**src/rtl/vga_draw_arbiter.sv**
```systemverilog
// Arbiter for the single VGA adapter pixel-write port: clears the 160x120 frame
// to black, then grants round-robin bursts to drawing clients with a burst watchdog.
module vga_draw_arbiter #(
    parameter int NUM_CLIENTS = 3,
    parameter int MAX_BURST   = 512
) (
    input  logic                     clk,
    input  logic                     reset,
    input  logic                     clear_req,
    input  logic [NUM_CLIENTS-1:0]   req,
    input  logic [NUM_CLIENTS-1:0]   done,
    input  logic [8*NUM_CLIENTS-1:0] x_in,
    input  logic [7*NUM_CLIENTS-1:0] y_in,
    input  logic [3*NUM_CLIENTS-1:0] colour_in,
    input  logic [NUM_CLIENTS-1:0]   we_in,
    output logic [NUM_CLIENTS-1:0]   grant,
    output logic [7:0]               x_out,
    output logic [6:0]               y_out,
    output logic [2:0]               colour,
    output logic                     writeEn,
    output logic                     clearing
);

    localparam int IW = $clog2(NUM_CLIENTS);
    localparam int BW = 10;

    typedef enum logic [1:0] {S_CLEAR, S_IDLE, S_GRANT, S_RELEASE} state_t;

    state_t        state;
    logic [7:0]    xc;
    logic [6:0]    yc;
    logic [IW-1:0] ptr;
    logic [IW-1:0] gidx;
    logic [BW-1:0] burst;
    logic          clr_pend;

    logic [7:0]    cx  [NUM_CLIENTS];
    logic [6:0]    cy  [NUM_CLIENTS];
    logic [2:0]    cc  [NUM_CLIENTS];
    logic [IW-1:0] pick_idx;
    logic          pick_valid;
    logic [IW:0]   slot;

    always_comb begin
        for (int unsigned i = 0; i < NUM_CLIENTS; i++) begin
            cx[i] = x_in[8*i +: 8];
            cy[i] = y_in[7*i +: 7];
            cc[i] = colour_in[3*i +: 3];
        end
    end

    // Circular search starting at ptr; the extra slot bit absorbs the wrap.
    always_comb begin
        pick_valid = 1'b0;
        pick_idx   = '0;
        slot       = '0;
        for (int unsigned k = 0; k < NUM_CLIENTS; k++) begin
            slot = {1'b0, ptr} + (IW+1)'(k);
            if (slot >= (IW+1)'(NUM_CLIENTS))
                slot = slot - (IW+1)'(NUM_CLIENTS);
            if (!pick_valid && req[slot[IW-1:0]]) begin
                pick_valid = 1'b1;
                pick_idx   = slot[IW-1:0];
            end
        end
    end

    always_ff @(posedge clk or negedge reset) begin
        if (!reset) begin
            state    <= S_CLEAR;
            xc       <= '0;
            yc       <= '0;
            ptr      <= '0;
            gidx     <= '0;
            burst    <= '0;
            clr_pend <= 1'b0;
            grant    <= '0;
            x_out    <= '0;
            y_out    <= '0;
            colour   <= '0;
            writeEn  <= 1'b0;
            clearing <= 1'b1;
        end else begin
            case (state)
                S_CLEAR: begin
                    x_out   <= xc;
                    y_out   <= yc;
                    colour  <= '0;
                    writeEn <= 1'b1;
                    grant   <= '0;
                    if (xc == 8'd159) begin
                        xc <= '0;
                        if (yc == 7'd119) begin
                            yc       <= '0;
                            clearing <= 1'b0;
                            state    <= S_IDLE;
                        end else begin
                            yc <= yc + 7'd1;
                        end
                    end else begin
                        xc <= xc + 8'd1;
                    end
                end
                S_IDLE: begin
                    writeEn <= 1'b0;
                    if (clear_req || clr_pend) begin
                        clr_pend <= 1'b0;
                        clearing <= 1'b1;
                        state    <= S_CLEAR;
                    end else if (pick_valid) begin
                        gidx  <= pick_idx;
                        grant <= {{(NUM_CLIENTS-1){1'b0}}, 1'b1} << pick_idx;
                        burst <= '0;
                        state <= S_GRANT;
                    end
                end
                S_GRANT: begin
                    x_out   <= cx[gidx];
                    y_out   <= cy[gidx];
                    colour  <= cc[gidx];
                    writeEn <= we_in[gidx];
                    burst   <= burst + 1'b1;
                    if (clear_req)
                        clr_pend <= 1'b1;
                    if (done[gidx] || burst == BW'(MAX_BURST-1)) begin
                        grant <= '0;
                        state <= S_RELEASE;
                    end
                end
                S_RELEASE: begin
                    writeEn <= 1'b0;
                    grant   <= '0;
                    ptr     <= (gidx == IW'(NUM_CLIENTS-1)) ? '0 : gidx + 1'b1;
                    if (clear_req)
                        clr_pend <= 1'b1;
                    state   <= S_IDLE;
                end
                default: state <= S_CLEAR;
            endcase
        end
    end

endmodule

```
**config.mk**
```make
export PLATFORM = sky130hd
export DESIGN_NAME = vga_draw_arbiter
export DESIGN_NICKNAME = d
export VERILOG_FILES = /design/src/rtl/vga_draw_arbiter.sv
export SDC_FILE = /design/constraint.sdc
export NUM_CORES = 1
export LEC_CHECK = 0
export CAP_MARGIN = 30
export CELL_PAD_IN_SITES_DETAIL_PLACEMENT = 0
export CELL_PAD_IN_SITES_GLOBAL_PLACEMENT = 2
export CORE_MARGIN = 2
export CORE_UTILIZATION = 29
export CTS_CLUSTER_SIZE = 14
export DETAILED_ROUTE_END_ITERATION = 7
export PLACE_DENSITY = 0.8
export SYNTH_ARGS = -nofsm -noshare
export SYNTH_HDL_FRONTEND = slang
export SYNTH_SLANG_ARGS = --single-unit
```
**constraint.sdc**
```tcl
create_clock -name clk -period 2.48 [get_ports clk]
set_clock_uncertainty 0.15 [all_clocks]
set_input_delay 0.496 -clock clk [delete_from_list [all_inputs] [get_ports clk]]
set_output_delay 0.496 -clock clk [all_outputs]
set_load 0.1 [all_outputs]
```
Yosys cells after proc, flatten, opt, wreduce, memory -nomap -nowiden
Index checks and enable logic that the tools add are counted.
Widths: inputs -> output; s select.

operators by class
  equality and inequality tests = 15
  bitwise logic cells = 2
  shift-type cells = 1
  reductions and logical operators = 21
  $lt $le $gt $ge = 8
  multiplexer cells = 55
  add/sub/neg operators = 9

operator list
  cell                   number
  $mux 2                 12
  $mux 8                 3
  $mux 7                 3
  $mux 10                2
  $pmux 10 s2            1
  $bmux 8 s2             1
  $pmux 8 s2             1
  $mux 3                 5
  $bmux 7 s2             1
  $pmux 7 s2             1
  $mux 1                 13
  $lt 2x3->1 const B     4
  $ne 2x2->1 const B     6
  $reduce_and 3->1       4
  $add 10x1->10 const B  1
  $bmux 1 s2             5
  $eq 10x9->1 const B    1
  $pmux 3 s3             1
  $add 8x1->8 const B    1
  $eq 8x8->1 const B     1
  $pmux 2 s4             1
  $reduce_and 4->1       2
  $reduce_bool 2->1      4
  $add 7x1->7 const B    1
  other kinds (25)       36

storage, ports and cells
  output and inout bits = 23
  input bits = 66
  logic and storage cells = 124
  bits in registers = 55

Depth between registers and ports, before layout
Gate-level depths: netlist of run 1.

  word-level depth = 15
  mapped depth = 8

Worst setup path after synthesis of run 1
Ideal clock, no wire load.

  path type = register to register
  start point = reg ptr[0]
  end point = reg burst[0]
  period minus slack after synthesis = 2.178 ns
  path slack = 0.302 ns
  cell stages (with the launch flop) = 9
  arrival = 1.903 ns
  setup time = 0.125 ns
  buffers on the path = 1
  required time = 2.205 ns
  cell sequence = dfrtp_1 -> inv_1 -> ha_1 -> nand2b_1 -> and3_4 -> o211a_1 -> or2_1 -> buf_6 -> mux2_4

between the ends
  cells in the longest elaborated chain, start to end = 13

ends and longest elaborated chain
  item                                                                  line  RTL
  from (decl)                                                           32    logic [IW-1:0] ptr;
  from (signal assigned)                                                133   ptr <= (gidx == IW'(NUM_CLIENTS-1)) ? '0 : gidx + 1'b1;
  parallel branches: the longest is 10 deep, another holds $add 2x1->3  n/a
  $mux 1 (*)                                                            61    if (!pick_valid && req[slot[IW-1:0]]) begin
  $ne 2x2->1 (no source line) (*)                                       n/a
  $reduce_and 3->1 (no source line) (*)                                 n/a
  to (signal assigned)                                                  122   burst <= burst + 1'b1;
  to (decl)                                                             34    logic [BW-1:0] burst;

Mark *: on every way between the ends. The select of a mux whose other input is x is not followed.
A chain may end at the register's enable or synchronous reset.

Worst setup path after layout of run 1
  start point = reg ptr[0]
  end point = reg burst[4]

Same word-level chain as after synthesis.

==> flow_summary.toml, run 1 <==
[critical_path]
crit_family = "simple AND/OR/NAND/NOR gates"
r2r_end = "burst[4]"
timing.rr.start = "ptr[0]"
crit_fanout = 7
crit_cells = 8
cp-start-kind = "register"
path_cells = "inv_1 > ha_2 > nand2b_1 > and3_4 > o211a_1 > or2_4 > buf_4 > a211o_1"
required_ns = 2.50
rrSetupSlack_ns = 0.12
worstPathArrival_ns = 2.39
ff2ff_path_depth = 8
worstSetupPathType = "reg2reg"
crit_start = "ptr[0]"
slowest_delay_ns = 0.39
critPathSlowestCell = "dfrtp_1"
worst_setup_path_end_kind = "register"
crit_buf_inv = 2

[run]
drv_cap = 0

[global_routing]
antenna_found_initial = 0
grt_use_met1 = 0.208
grtUsageMet2 = 0.246
track_usage = 0.150
grt_pass1_vias = 3016
grt.met3_usage = 0.0272
grt_pass1_wl_mm = 15.3
grt_start_max_net_pins = 44
grt.busiest_layer = "met2"
grt-ovfl-total = 0

[timing]
finalCriticalPeriod_ns = 2.36
max_freq_mhz = 423
final.period_utilization = 0.954
tns_ns = 0
hold_viol_final = 0
worstMarginPinSlew_ns = 0.564
final-max-slew-violation-count = 0
relSlewSlack = 0.621
whs_ns = 0.0603
setup_viol = 0
rsz0062_at_grt = "false"

[yosys]
yosysWarnings = 0
syn_area_mm2 = 0.00337
synthArstFlopShare = 1.00
synthesis.nets = 443
avgSynthCellArea_um2 = 9.22
netlist_instances = 366
ys.flop_type = "dfrtp_1"
synth_edf_count = 0
synth_seq_cells = 55
synth_cell_type_count = 56
seq_area_frac_synth = 0.408

[pwr]
peakVddDrop_mv = 0.656
clkPwrFrac = 0.153
p_leak_nw = 2.03
comb_power_share = 0.596
pwr_density_cell_mw_per_mm2 = 1160
power_switching_mw = 2.65
power.share.sequential = 0.251
p_sw_frac = 0.498
internal_power_mw = 2.67

[clock_tree]
htree_levels = 2
cts_root_buf = "clkbuf_16"
cts_buffers = 5
cts_buffer_depth = 2
clk_latency_ns = 0.29
cts_tree = "yes"
clkTransAtPathRegs_ns = 0.07
cts.sinks = 55
cts_setup_buffers = 0

[cells_and_area]
layout_common_cells = "64 x clkdlybuf4s50_1, 55 x nand2_1, 54 x dfrtp_1, 42 x buf_4, 41 x o21ai_0"
areaGrowthSynthToFinish_pct = 36.5
num_antenna_cells = 0
finalNetCount = 539
seq_area_mm2 = 0.00138
drive_above_1_share = 0.140
finalInstanceArea_mm2 = 0.00460
final_common_cell = "clkdlybuf4s50_1"
multi_input_area_mm2 = 0.00188
fillerInstances = 1183

[routing]
vias_per_cell = 4.97
drtIter0Drc = 121
routed_wl_mm = 9.27
firstDrtPassIters = 4
drc = 0
drtAntennaViolNets = 0
wire_per_inst_um = 15.3
routed-via-count = 3011

[placed_design]
port_buffers = 88
place_area_mm2 = 0.00443
dpl.hpwl_mm = 6.98
routabilityCongestion = 0.786

[floorplanning]
chipHeight_um = 112
fp.coreArea_mm2 = 0.0114
die-area_mm2 = 0.0125
die_width_um = 112
pin_count = 89
start_util = 0.297
rows = 39

[status]
status = "completed"

[min_path]
hp-class = "in2async"
worst reg2reg max path, stage by stage, from the launching register on:
cell and delay (ns):
dfrtp_1 0.39, inv_1 0.10, ha_2 0.32, nand2b_1 0.16
and3_4 0.18, o211a_1 0.23, or2_4 0.27, buf_4 0.16
a211o_1 0.29
worst max-delay path by stage:
stage               end  slack [ns]
2_1_floorplan  burst[0]        0.30
3_3_place_gp   burst[4]      -0.004
3_5_place_dp   burst[4]       -0.07
4_1_cts        burst[4]        0.07
5_1_grt        burst[4]        0.01
6_report       burst[4]        0.12
per-layer routing:
layer,part of all wire,vias up,wire length (um)
li1,-,1493,-
met1,0.47,1451,4310
met2,0.48,60,4470
met3,0.044,7,408
met4,0.0076,0,70
met5,0,-,0
power groups by stage:
stage                     Clock [mW]  Sequential, mW  Combinational [mW]
after detailed placement           0            1.36                3.18
after global routing           0.882            1.38                3.42
final                          0.813            1.34                3.18
after global placement             0            1.35                3.16
after floorplan                    0            2.23                1.39
after CTS                      0.831            1.34                3.19
repair_timing:
action                     CTS  global route
setup endpoints to repair    0             4
hold buffers                 0             0
resized for setup            0             2
flip-flops by register name, summed over array words and instances (netlist names):
name	flops
xc	8
writeEn	1
colour	3
ptr	2
gidx	2
yc	7
x_out	8
clearing	1
y_out	7
clr_pend	1
burst	10
state	2
grant	3
stage by stage:
stage          utilization  cells  worst slack (ns)  power [mW]
2_1_floorplan            -    366             0.302        3.61
3_3_place_gp         0.390    598          -0.00411        4.51
3_5_place_dp         0.390    598           -0.0725        4.54
4_1_cts              0.405    606            0.0742        5.36
5_1_grt              0.405    606            0.0102        5.68
6_report             0.405    606             0.115        5.33
Yosys cell counts, types with 2 or more instances:
master / count / share of area
nor3b_1: 2 / 0.0044
nand4_1: 5 / 0.0093
nor2b_1: 6 / 0.011
xor2_1: 3 / 0.0078
o21ai_0: 41 / 0.061
inv_1: 10 / 0.011
xnor2_1: 4 / 0.010
nor2_1: 19 / 0.021
mux2i_1: 38 / 0.11
a22o_1: 2 / 0.0052
nand3b_1: 4 / 0.0089
nand2_1: 55 / 0.061
nor4_1: 5 / 0.0093
ha_1: 11 / 0.041
o31ai_1: 4 / 0.0089
and3_1: 6 / 0.011
and2_1: 3 / 0.0056
a21oi_1: 7 / 0.010
dfrtp_1: 54 / 0.40
nand2b_1: 8 / 0.015
nor3_1: 4 / 0.0059
a211oi_2: 3 / 0.011
a21o_1: 3 / 0.0067
a211o_1: 4 / 0.010
buf_2: 5 / 0.0074
or2_1: 2 / 0.0037
or3_1: 2 / 0.0037
o41ai_2: 2 / 0.0096
o21ai_1: 7 / 0.010
buf_1: 3 / 0.0033
nand3_1: 8 / 0.012
o22ai_1: 2 / 0.0037
o21a_1: 2 / 0.0044
clkbuf_1: 9 / 0.010
a211oi_1: 2 / 0.0044
layout make-up:
| type | instances | share of cell area |
|---|---|---|
| multi-input cells | 282 | 0.408 |
| clock inverters | 2 | 0.00842 |
| well taps | 143 | 0.0389 |
| flip-flops and latches | 55 | 0.299 |
| repair buffers | 107 | 0.209 |
| clock buffers | 6 | 0.0280 |
| inverters | 11 | 0.00897 |
kinds of logic (layout without fill, tap and decap cells):
group | Yosys count | in the layout | synth area share
AO/OA/AOI/OAI | 90 | 90 | 0.176
XOR/XNOR | 7 | 7 | 0.0182
adder cells (fa/ha/maj) | 11 | 11 | 0.0408
buffers and inverters | 29 | 126 | 0.0363
flip-flops | 55 | 55 | 0.408
multiplexers | 40 | 40 | 0.121
AND/OR/NAND/NOR | 134 | 134 | 0.200
Note: power is estimated with default switching activity, not from simulation.
==> run 2: changes to the inputs <==
RECOVER_POWER = 100   (was default)
==> flow_summary.toml, run 2 (synthesis gave the netlist of run 1 again) <==
[critical_path]
worst_setup_path_end_kind = "register"
worstSetupPathType = "reg2reg"
crit_fanout = 7
cp-start-kind = "register"
worstPathArrival_ns = 2.38
required_ns = 2.50

[cells_and_area]
num_antenna_cells = 0
drive_above_1_share = 0.108
seq_area_mm2 = 0.00138
fillerInstances = 1202
largest_register_ffs = 10
top_register = "burst"
finalNetCount = 539
multi_input_area_mm2 = 0.00185
final_common_cell = "clkdlybuf4s50_1"
areaGrowthSynthToFinish_pct = 33.2
reg.largest.list = "burst (10), x_out (8), xc (8)"
layout_common_cells = "64 x clkdlybuf4s50_1, 55 x nand2_1, 54 x dfrtp_1, 43 x o21ai_0, 38 x mux2i_1"

[floorplanning]
die_width_um = 112
rows = 39
start_util = 0.297
fp.coreArea_mm2 = 0.0114
die-area_mm2 = 0.0125
chipHeight_um = 112
pin_count = 89

[pwr]
peakVddDrop_mv = 0.607
internal_power_mw = 2.56
power_switching_mw = 2.62
power.share.sequential = 0.258
p_sw_frac = 0.506
p_total_mw = 5.19
clkPwrFrac = 0.156
pwr_density_cell_mw_per_mm2 = 1150
comb_power_share = 0.586
p_leak_nw = 1.96

[timing]
hold_viol_final = 0
tns_ns = 0
finalCriticalPeriod_ns = 2.36
final.period_utilization = 0.952
max_freq_mhz = 423
rsz0062_at_grt = "false"
final-max-slew-violation-count = 30
relSlewSlack = -0.0654
worstMarginPinSlew_ns = 1.60
setup_viol = 0

[clock_tree]
postCtsHoldBufs = 0
cts.sinks = 55
clkTransAtPathRegs_ns = 0.07
htree_levels = 2
cts_tree = "yes"
cts_root_buf = "clkbuf_16"
cts_setup_buffers = 0
cts_buffer_depth = 2
clk_latency_ns = 0.29
cts_buffers = 5

[routing]
routed_wl_mm = 9.21
drtAntennaViolNets = 0
wire_per_inst_um = 15.2
routed-via-count = 3017
firstDrtPassIters = 5
vias_per_cell = 4.98
drc = 0
drtIter0Drc = 88

[placed_design]
dpl.hpwl_mm = 6.98
port_buffers = 88
routabilityCongestion = 0.786

[status]
status = "complete, but fails checks"
violations = "max-capacitance violations, max-slew violations"

[global_routing]
grt_pass1_wl_mm = 15.3
grt_pass1_vias = 3016
grt_start_max_net_pins = 44
track_usage = 0.150
grt-ovfl-total = 0
antenna_found_initial = 0

[min_path]
hp-class = "reg2reg"

[run]
drv_cap = 1
-- run 2: cell types whose count changed in the layout (fill, tap and decap cells not counted), moves of 2 or more --
cell      before  now
buf_4         42   13
o41ai_2        2    0
clkbuf_2       0   18
o41ai_1        0    2
clkbuf_1       1   11
o21ai_1        7    5
o21ai_0       41   43
-- run 2: worst max-delay path: stages (launching register included) --
cell and delay, ns:
dfrtp_1 0.39, inv_1 0.10, ha_2 0.32, nand2b_1 0.16, and3_4 0.18, o211a_1 0.23, or2_4 0.27, buf_4 0.16
a211o_1 0.29
-- run 2: power by group through the flow --
stage	Sequential (mW)	Combinational, mW	Clock (mW)
after floorplan	2.23	1.39	0
after global placement	1.35	3.16	0
after detailed placement	1.36	3.18	0
after CTS	1.34	3.19	0.831
after global routing	1.38	3.30	0.882
final	1.34	3.04	0.810
-- run 2: layer usage --
metal / share of wire / GRT usage / vias to the layer above / routed length, um
li1: - / - / 1495 / -
met1: 0.46 / 0.208 / 1457 / 4210
met2: 0.49 / 0.246 / 57 / 4550
met3: 0.040 / 0.0272 / 8 / 365
met4: 0.0083 / 0.0354 / 0 / 76
met5: 0 / 0 / - / 0
-- run 2: final timing paths --
check,cells after the start,start,slack [ns],end
setup / recovery,8,ptr[0],0.12,burst[4]
hold / removal,2,colour[1],0.33,colour[1]
setup reg to reg,8,ptr[0],0.12,burst[4]
hold reg to reg,2,colour[1],0.33,colour[1]
max in group asynchronous,2,reset,0.67,burst[8]
min in group asynchronous,2,reset,0.50,x_out[0]
-- run 2: stage by stage --
step                cell area [um2]  std cells  setup WS (ns)  hold slack (ns)  utilization
finish                         4490        606          0.118            0.329        0.395
global route                   4490        606         0.0107            0.364        0.395
CTS                            4600        606         0.0742           0.0695        0.405
detailed placement             4430        598        -0.0725            0.326        0.390
global placement               4430        598       -0.00411            0.320        0.390
floorplan                      3370        366          0.302           0.0504            -
-- run 2: area by class of cell --
cell class,instances,share of cell area
inverters,11,0.00919
multi-input cells,282,0.412
well taps,143,0.0398
repair buffers,107,0.195
clock inverters,2,0.00863
clock buffers,6,0.0287
flip-flops and latches,55,0.307
-- run 2: repair_timing --
item                                    CTS  global route
gates resized for setup                   0             2
endpoints found under the hold margin     0             0
endpoints found under the setup margin    0             4
